--- src/rtl/radix_2_mul.sv ---
// rtl/radix_2_mul.sv - Rebuilds a dividend from a normalized quotient/exponent pair:
// a serial shift-add multiply followed by one rounding and saturating scale step.
module radix_2_mul #(
    parameter int DSIZE = 8,
    parameter int PSIZE = 8
) (
    input  logic             clock,
    input  logic             rst,
    input  logic             in_valid,
    output logic             in_ready,
    input  logic [PSIZE-1:0] mant,
    input  logic [DSIZE-1:0] mexp,
    input  logic [DSIZE-1:0] operand,
    output logic             out_valid,
    input  logic             out_ready,
    output logic [DSIZE-1:0] product,
    output logic             ovf
);

    localparam int W  = PSIZE + DSIZE;
    localparam int SW = DSIZE + $clog2(PSIZE + 1) + 2;
    localparam int CW = (PSIZE > 1) ? $clog2(PSIZE) : 1;

    typedef enum logic [1:0] {IDLE, MUL, SCALE, HOLD} state_t;

    state_t           state_q;
    logic [PSIZE-1:0] mant_q;
    logic [DSIZE-1:0] mexp_q;
    logic [DSIZE-1:0] operand_q;
    logic [W-1:0]     acc_q;
    logic [CW-1:0]    cnt_q;
    logic [DSIZE-1:0] product_q;
    logic             ovf_q;
    logic             in_ready_q;
    logic             out_valid_q;

    logic             mant_bit;
    logic [W-1:0]     addend;
    logic [W-1:0]     acc_d;

    logic [SW-1:0]    s;
    logic [SW-1:0]    mag;
    logic [W:0]       res;
    logic             lost;
    logic             rnd_bit;
    logic [DSIZE-1:0] product_d;
    logic             ovf_d;

    assign in_ready  = in_ready_q;
    assign out_valid = out_valid_q;
    assign product   = product_q;
    assign ovf       = ovf_q;

    // One mantissa bit per MUL cycle, least significant first.
    always_comb begin
        mant_bit = |(mant_q & (PSIZE'(1) << cnt_q));
        addend   = mant_bit ? (W'(operand_q) << cnt_q) : '0;
        acc_d    = acc_q + addend;
    end

    // Scale by 2^(mexp-(PSIZE-1)); right shifts round half-up via the last bit shifted out.
    always_comb begin
        s         = SW'(signed'(mexp_q)) - SW'(PSIZE - 1);
        mag       = s[SW-1] ? -s : s;
        lost      = 1'b0;
        rnd_bit   = 1'b0;
        res       = '0;
        if (!s[SW-1]) begin
            res = {1'b0, acc_q << mag};
            if (32'(mag) >= 32'(W)) begin
                lost = |acc_q;
            end else begin
                lost = |(acc_q >> (32'(W) - 32'(mag)));
            end
        end else if (32'(mag) <= 32'(W)) begin
            rnd_bit = |(acc_q & (W'(1) << (mag - SW'(1))));
            res     = {1'b0, acc_q >> mag} + {{W{1'b0}}, rnd_bit};
        end
        ovf_d     = lost | (|res[W:DSIZE]);
        product_d = ovf_d ? '1 : res[DSIZE-1:0];
    end

    always_ff @(posedge clock or negedge rst) begin
        if (!rst) begin
            state_q     <= IDLE;
            mant_q      <= '0;
            mexp_q      <= '0;
            operand_q   <= '0;
            acc_q       <= '0;
            cnt_q       <= '0;
            product_q   <= '0;
            ovf_q       <= 1'b0;
            in_ready_q  <= 1'b1;
            out_valid_q <= 1'b0;
        end else begin
            case (state_q)
                IDLE: begin
                    if (in_valid) begin
                        mant_q     <= mant;
                        mexp_q     <= mexp;
                        operand_q  <= operand;
                        acc_q      <= '0;
                        cnt_q      <= '0;
                        in_ready_q <= 1'b0;
                        state_q    <= MUL;
                    end
                end
                MUL: begin
                    acc_q <= acc_d;
                    cnt_q <= cnt_q + CW'(1);
                    if (cnt_q == CW'(PSIZE - 1)) begin
                        state_q <= SCALE;
                    end
                end
                SCALE: begin
                    product_q   <= product_d;
                    ovf_q       <= ovf_d;
                    out_valid_q <= 1'b1;
                    state_q     <= HOLD;
                end
                HOLD: begin
                    if (out_ready) begin
                        out_valid_q <= 1'b0;
                        in_ready_q  <= 1'b1;
                        state_q     <= IDLE;
                    end
                end
                default: begin
                    state_q     <= IDLE;
                    in_ready_q  <= 1'b1;
                    out_valid_q <= 1'b0;
                end
            endcase
        end
    end

endmodule
--- config.mk ---
export PLATFORM = sky130hd
export DESIGN_NAME = radix_2_mul
export DESIGN_NICKNAME = d
export VERILOG_FILES = /design/src/rtl/radix_2_mul.sv
export SDC_FILE = /design/constraint.sdc
export NUM_CORES = 1
export LEC_CHECK = 0
export ABC_AREA = 1
export CAP_MARGIN = 10
export CORE_MARGIN = 2
export CORE_UTILIZATION = 30
export CTS_CLUSTER_DIAMETER = 30
export DETAILED_ROUTE_END_ITERATION = 10
export GPL_ROUTABILITY_DRIVEN = 0
export GPL_TIMING_DRIVEN = 0
export PLACE_DENSITY = 0.56
export SYNTH_ARGS = -nofsm -noshare
export SYNTH_HDL_FRONTEND = slang
export SYNTH_SLANG_ARGS = --single-unit
--- constraint.sdc ---
create_clock -name clock -period 14.4 [get_ports clock]
set_input_delay 2.16 -clock clock [delete_from_list [all_inputs] [get_ports clock]]
set_output_delay 2.16 -clock clock [all_outputs]
set_load 0.02 [all_outputs]
* After elaboration in Yosys (flattened, before gate mapping)
Index checks and enable logic that the tools add are counted.
** Word-level totals
- Latch bits :: 0
- RAM bits :: 0
- Input port bits :: 28
- Memories kept :: 0
- Bits in read-only memories :: 0
- Register bits after elaboration :: 56
** Cells by class
- Bitwise operators :: 3
- Multiply operators :: 0
- Eq/ne operators :: 7
- Multiplexer cells :: 20
- Divide/modulo/power cells :: 0
- Shift-type cells :: 6
- $add $sub $neg :: 7
- Magnitude comparators :: 2
- Reduce and logical (&&, ||, !) cells :: 14
** Operators with widths (number)
- $reduce_or 16->1 :: 3
- $mux 17 :: 2
- $mux 16 :: 2
- $pmux 16 s2 :: 1
- $shr 16x32->16 :: 1
- $add 16x1->17 :: 1
- $add 16x16->16 :: 1
- $and 16x16->16 :: 1
- $shl 1x14->16 const A :: 1
- $shl 16x14->16 :: 1
- $shl 8x3->16 :: 1
- $shr 16x14->16 :: 1
- $sub 5x14->15 const A :: 1
- $ge 14x5->1 const B :: 1
- $le 14x5->1 const B :: 1
- $mux 14 :: 1
- $neg 14->14 :: 1
- $sub 14x1->14 const B :: 1
- $reduce_or 9->1 :: 1
- $sub 8x4->9 const B :: 1
- $and 8x8->8 :: 1
- $mux 8 :: 1
- $pmux 2 s4 :: 1
- $reduce_or 8->1 :: 1
- other kinds (16) :: 31

* Longest topological paths before layout
Gate-level depths: netlist (run 1).
- Word-level depth :: 13
- Depth in mapped cells :: 36
- Gate-level depth less buffers :: 34

* Worst setup path after synthesis (run 1)
OpenSTA, ideal clock, no wires.
- Path type :: register to register
- Start :: reg cnt_q[1]
- End :: reg acc_q[14]
- Path buffers :: 2
- Required time :: 14.267 ns
- Stages on the path, launching flop included :: 36
- Library setup time :: 0.133 ns
- Data arrival time :: 4.536 ns
- Period minus slack after synthesis :: 4.668 ns
- Setup slack :: 9.732 ns
- Cells stage by stage :: dfrtp_1 clkbuf_1 clkinv_1 ha_1 nand2_1 nand2_1 a221oi_1 a31oi_1 a221o_1 inv_1 nor2_1 inv_1 clkbuf_1 nor2_1 ha_1 fa_1 a31oi_1 nor2_1 o21ai_0 nand2_1 nand2_1 nand2_1 a21oi_1 nor2_1 o21ai_0 nand2_1 nand2_1 inv_1 o21ai_0 nand2_1 nand2_1 nand2_1 a21oi_1 nand2_1 nand2_1 o22ai_1
** Between the ends
- Cells in the longest elaborated chain, start to end :: 6
- Elaborated cells between the ends (all ways) :: 7
- Classes of those cells :: add/sub (1); shift (2); mux (2); bitwise (1); reduce/logical (1)
** RTL lines
- from (decl) :: line 31 : logic [CW-1:0] cnt_q;
- from (signal assigned) :: line 110 : cnt_q <= cnt_q + CW'(1);
- $shl 1x3->8 :: line 56 : mant_bit = |(mant_q & (PSIZE'(1) << cnt_q));
- $and 8x8->8 :: line 56
- $reduce_or 8->1 :: line 56
- $mux 16 (*) :: line 57 : addend = mant_bit ? (W'(operand_q) << cnt_q) : '0;
- $add 16x16->16 (*) :: line 58 : acc_d = acc_q + addend;
- $pmux 16 s2 (*) :: line 96 : case (state_q)
- to (signal assigned) :: line 89 : acc_q <= '0;
- to (signal assigned) :: line 102 : acc_q <= '0;
- to (signal assigned) :: line 109 : acc_q <= acc_d;
- to (decl) :: line 30 : logic [W-1:0] acc_q;
Mark *: on every way between the ends. The rest lies on a longest branch, timed or not.
A chain may end at the register's enable or synchronous reset.

* Final worst setup path (run 1)
- Start :: reg mexp_q[1]
- End :: reg product_q[6], in the netlist product[6]
** Between the ends
- Cells in the longest elaborated chain, start to end :: 13
- Elaborated cells between the ends (all ways) :: 22
- Classes of those cells :: add/sub (5); order compare (2); shift (4); mux (6); bitwise (2); reduce/logical (3)
** RTL lines
- from (decl) :: line 28 : logic [DSIZE-1:0] mexp_q;
- from (signal assigned) :: line 100 : mexp_q <= mexp;
- $sub 8x4->9 (*) :: line 63 : s = SW'(signed'(mexp_q)) - SW'(PSIZE - 1);
- $neg 14->14 :: line 64 : mag = s[SW-1] ? -s : s;
- $mux 14 :: line 64
- $sub 14x1->14 :: line 76 : rnd_bit = |(acc_q & (W'(1) << (mag - SW'(1))));
- $shl 1x14->16 :: line 76
- $and 16x16->16 :: line 76
- $reduce_or 16->1 :: line 76
- $add 16x1->17 :: line 77 : res = {1'b0, acc_q >> mag} + {{W{1'b0}}, rnd_bit};
- $mux 17 :: line 75 : end else if (32'(mag) <= 32'(W)) begin
- $mux 17 :: line 68 : if (!s[SW-1]) begin
- $reduce_or 9->1 :: line 79 : ovf_d = lost | (|res[W:DSIZE]);
- $or 1x1->1 :: line 79
- $mux 8 (*) :: line 80 : product_d = ovf_d ? '1 : res[DSIZE-1:0];
- to (signal assigned) :: line 116 : product_q <= product_d;
- to (decl) :: line 32 : logic [DSIZE-1:0] product_q;
Marked as above.

==> results of run 1 <==
cells in the mapped netlist, types with 6 or more instances:
cell type and instances:
clkbuf_1 14, o21ai_0 59, ha_1 30, inv_2 15
nor2_2 10, dfrtp_1 55, xor2_1 7, nand2_1 254
mux2_2 16, o22ai_1 20, nand4_1 21, buf_4 7
or2_2 9, nand3_1 84, nor2_1 79, nand3_2 12
nand2_2 16, nor4_1 6, inv_1 98, a21oi_1 31
kinds of logic (layout without fill, tap and decap cells):
group | after synthesis | after routing | share of synthesized area (%)
buffers and inverters | 148 | 195 | 10.8
adder cells (fa/ha/maj) | 31 | 31 | 6.56
multiplexers | 18 | 18 | 3.32
AO/OA/AOI/OAI | 156 | 156 | 15.8
XOR/XNOR | 9 | 9 | 1.43
flip-flops | 56 | 56 | 23.3
AND/OR/NAND/NOR | 509 | 509 | 38.8
metal layers:
metal	vias up	share of wire, %	wire length (um)
li1	3191	-	-
met1	2883	48	8760
met2	166	45	8260
met3	35	4.6	848
met4	0	2.6	482
met5	-	0	0
sequential cells by signal (all words and copies together) (netlist names):
register,flops
acc_q,16
mant_q,8
mexp_q,8
operand_q,8
product,8
cnt_q,3
state_q,2
in_ready,1
out_valid,1
ovf,1
cell type report:
class                   instances  share of cell area (%)
plain buffers                  32                    3.03
clock buffers                   5                    1.81
clock inverters                 3                   0.326
inverters                     116                    6.38
multi-input cells             723                    57.6
flip-flops and latches         56                    20.3
well taps                     265                    4.81
repair buffers                 39                    5.73
metrics by stage:
| step | cell area [sq um] | util [%] | setup WS (ns) | hold slack [ns] |
|---|---|---|---|---|
| after detailed placement | 6750 | 34.5 | 8.46 | 0.496 |
| after global placement | 6740 | 34.4 | 8.49 | 0.490 |
| final | 6900 | 35.2 | 8.40 | 0.508 |
| after global routing | 6900 | 35.2 | 7.86 | 0.547 |
| after floorplan | 6030 | - | 9.73 | 0.479 |
| after CTS | 6900 | 35.2 | 8.44 | 0.516 |
critical path, delay by kind of cell (launching register included):
family / cells / cell delay (ns)
xor+xnor: 1 / 0.19
flops: 1 / 0.44
buf+inv: 5 / 0.55
compound gates: 4 / 1.21
simple gates: 18 / 2.82
fa+ha+maj: 3 / 0.68
layout by cell type (no fill, tap or decap), types with 15 or more instances in the layout:
| master | instances |
|---|---|
| a21oi_1 | 31 |
| clkdlybuf4s50_1 | 37 |
| mux2_2 | 16 |
| o22ai_1 | 20 |
| ha_1 | 30 |
| o21ai_0 | 59 |
| nand4_1 | 21 |
| dfrtp_1 | 55 |
| nand2_1 | 254 |
| nand3_1 | 84 |
| inv_1 | 98 |
| nand2_2 | 16 |
| nor2_1 | 79 |
| inv_2 | 15 |
how the worst max path moves through the flow:
stage          slack, ns  depth (start not counted)    endpoint       from
2_1_floorplan       9.73                         35   acc_q[14]   cnt_q[1]
3_3_place_gp        8.49                         31  product[6]  mexp_q[1]
3_5_place_dp        8.46                         31  product[6]  mexp_q[1]
4_1_cts             8.44                         31  product[6]  mexp_q[1]
5_1_grt             7.86                         32  product[6]  mexp_q[1]
6_report            8.40                         31  product[6]  mexp_q[1]
==> run metrics, run 1 <==
status finished, final reports clean; Fill cells 2202; Hold Buf Count CTS 0; Setup TNS Final 0 ns; initial core utilization 30.8%; min-delay src mant_q[0]; Iter 0 DRT Violations 374; n_diodes 0; Clock Skew 0.00602 ns; grt met2 use 28.0%; Reg clk slew, reported paths 0.08 ns; min Tclk post-route 6.00 ns; Die X 146 um; Post-Syn Area 6030 sq um; Final Setup Violations 0; worst reg2reg startpoint mexp_q[1]; core box area 19600 sq um; Root Buffer clkbuf_16; count of flip-flops with a built-in enable after synthesis 0; Setup Fix Bufs, Post-CTS 0; dpl cells 1231; largest net degree at the start of global routing 36; most frequent CP cell nand2_1; CP arrival 6.20 ns; Tcrit/Tclk final 41.7%; cells taking the most area after synthesis dfrtp_1 (23%), nand2_1 (16%), nand3_1 (7.0%); met3 Use GR 1.63%; met1 Track Usage GR 24.2%; Syn. warnings 0; initial antenna violation count 0; Pins Over Slew Limit 0; Max Cap Viol 0; DR vias 6275; Pre-Repair DR Iteration Count 5; first-pass GRT wire length 30.3 mm; flop-to-flop setup slack 8.40 ns; Routed WL 18.3 mm; Slew HR 45.8%; endpoint class of the critical path flop; overall routing resource usage 17.2%; routed len/inst 14.8 um; sequential fraction of the synthesis area 23.3%; Synth async-reset ratio 100%; die area 21200 sq um; # IOs 39; Peak Freq 167 MHz; Critical Path RT 14.60 ns; critical-path maximum fanout 10; reg2reg path depth 31; Worst Hold Class reg2reg; sequential standard cell area 1400 sq um; grt ovf 0; post-synth top area share 22.8%; syn nets 986; CP max stage delay 0.49 ns; CP max stage cell nor3_2; worst-margin pin slew 0.793 ns; cts repair resizes 0; H-tree Lvls 2; Rows 51; Mapped Cells 927; Critical R2R Capture product[6]; RSZ-0062 raised after global routing false; ys flop type dfrtp_1; hpwl dp 14.7 mm; footprint of the multi-input gates 3970 sq um; Finished Layout Cells 1239; via/cell ratio 5.06; TritonCTS clock tree done; antenna viol nets, final 0; Synth Register Bits 56; vias in the first global route 5977; IO buf count 38; worst hold path endpoint mant_q[0]; Final #Nets 1032; hold path depth 1; Bufs on Longest Clock Path 2; Avg Cell Area, Syn 6.50 sq um; clk sinks 56; post-synth top area cell dfrtp_1; startpoint types flop; Netlist cell types 62; Hold Vio Cnt, Final 0; CTS buffer count 5; layout cells sized above 1 12.3%; clock latency on the worst-skew pair 0.30 ns; area grow syn2layout 14.5%; DRC errors left 0; y dimension of the die 146 um; busiest layer in global routing met2; critical path type reg2reg
Power of run 1 is not shown: default switching activity piles up to over one toggle a cycle in this logic, so the estimate is an artifact.
==> run 2: changes to the inputs <==
- clock period: 14.4 -> 6 ns (I/O delays scaled with it)
==> run 2 against run 1 <==
  * Count of clock-buffer cells in the layout did not move
  * Sequential cell count is the same
  * Hold slack is essentially flat
  * Critical path depth is 5 higher
  * Routed wire length about the same
  * Design area grew 0.73%
  * Worst setup slack worse by 7.9 ns
  * Clock skew about the same
==> run metrics, run 2 (synthesized netlist as in run 1, its figures left out) <==
CP arrival 5.74 ns; most common cell after layout, fill and taps aside nand2_1; Clock Skew 0.00577 ns; worst setup path end product[6]; overall routing resource usage 17.2%; CP bufs+invs 7; Setup TNS Final 0 ns; n_diodes 0; Routed WL 18.3 mm; vias in the first global route 5977; CP max stage delay 0.44 ns; Root Buffer clkbuf_16; footprint of the multi-input gates 4000 sq um; Die X 146 um; routed len/inst 14.8 um; largest net degree at the start of global routing 36; DR vias 6252; Max Cap Viol 0; clock latency on the worst-skew pair 0.30 ns; TritonCTS clock tree done; Fill cells 2201; Peak Freq 181 MHz; most frequent cells in the layout nand2_1 (253), inv_1 (98), nand3_1 (84), nor2_1 (79), o21ai_0 (59); CP max stage cell dfrtp_1; Final #Nets 1034; crit path from mexp_q[1]; Reg clk slew, reported paths 0.08 ns; flop-to-flop setup slack 0.47 ns; most frequent CP cell nand2_1; dpl cell area 6750 sq um; Tcrit/Tclk final 92.2%; Hold Vio Cnt, Final 0; startpoint types flop; critical path type reg2reg; critical path depth 36; Critical R2R Capture product[6]; die area 21200 sq um; y dimension of the die 146 um; sequential standard cell area 1400 sq um; clk sinks 56; initial core utilization 30.8%; Pre-Repair DR Iteration Count 7; layout cells sized above 1 13.0%; status finished, final reports clean; reg2reg path depth 36; initial antenna violation count 0; min-delay src mant_q[0]; via/cell ratio 5.04; Iter 0 DRT Violations 392; IO buf count 38; dpl cells 1231; Critical Path RT 6.20 ns; area grow syn2layout 15.3%; max reg flops 16; first-pass GRT wire length 30.3 mm; hold_ws 0.508 ns; Bufs on Longest Clock Path 2; H-tree Lvls 2; worst-margin pin slew 0.808 ns; Slew HR 44.7%; core box area 19600 sq um; DRC errors left 0; min Tclk post-route 5.53 ns; endpoint class of the critical path flop; Worst Hold Class reg2reg; cell area after layout 6950 sq um; grt ovf 0; antenna viol nets, final 0; hpwl dp 14.7 mm; Finished Layout Cells 1241; CTS buffer count 5; largest register by flop count acc_q; cell family with most CP delay simple AND/OR/NAND/NOR gates; Rows 51; worst reg2reg startpoint mexp_q[1]; Final Setup Violations 0; # IOs 39; critical-path maximum fanout 10; Pins Over Slew Limit 0
[run 2: cell type report]
cell class / count / area share (%)
well taps: 265 / 4.77
flip-flops and latches: 56 / 20.2
repair buffers: 41 / 6.08
plain buffers: 32 / 3.01
clock buffers: 5 / 1.80
clock inverters: 3 / 0.324
multi-input cells: 723 / 57.5
inverters: 116 / 6.34
[run 2: what timing repair did]
item                                    4_1_cts  5_1_grt
gates resized for setup                       0        6
buffers inserted                              0        2
endpoints found under the setup margin        0       11
hold buffers                                  0        0
[run 2: per-layer routing]
layer	up-vias	track usage, %	wire [um]
li1	3199	-	-
met1	2861	24.2	8750
met2	158	28.0	8310
met3	34	1.63	818
met4	0	5.10	459
met5	-	0	0
[run 2: metrics by stage]
step | worst slack [ns] | utilization, %
finish | 0.466 | 35.5
detailed placement | 0.0623 | 34.5
global route | -0.0323 | 35.5
CTS | 0.0396 | 35.2
floorplan | 1.33 | -
global placement | 0.0885 | 34.4
[run 2: worst register-to-register path, delay by kind of cell, from the launching register on]
kind | cells | cell delay [ns]
AND/OR/NAND/NOR | 20 | 2.61
buffers and inverters | 7 | 0.87
AO/OA/AOI/OAI | 4 | 0.65
adder cells (fa/ha/maj) | 3 | 0.59
flip-flops | 1 | 0.44
XOR/XNOR | 2 | 0.28
[run 2: worst min-delay path by stage]
stage,endpoint,slack [ns],cells past startpoint
after floorplan,mant_q[0],0.48,1
after global placement,mant_q[0],0.49,1
after detailed placement,mant_q[0],0.50,1
after CTS,mant_q[0],0.52,1
after global routing,mant_q[2],0.55,1
final,mant_q[0],0.51,1
Power of run 2 is left out for the same reason.
==> run 3: changes to the inputs <==
- ABC_CLOCK_PERIOD_IN_PS: unset -> 6000
- HOLD_SLACK_MARGIN: unset -> 0.03
==> results of run 3 <==
Same layout as run 2: the final DEF is identical, and so are final timing and power.
Power of run 3 is left out for the same reason.
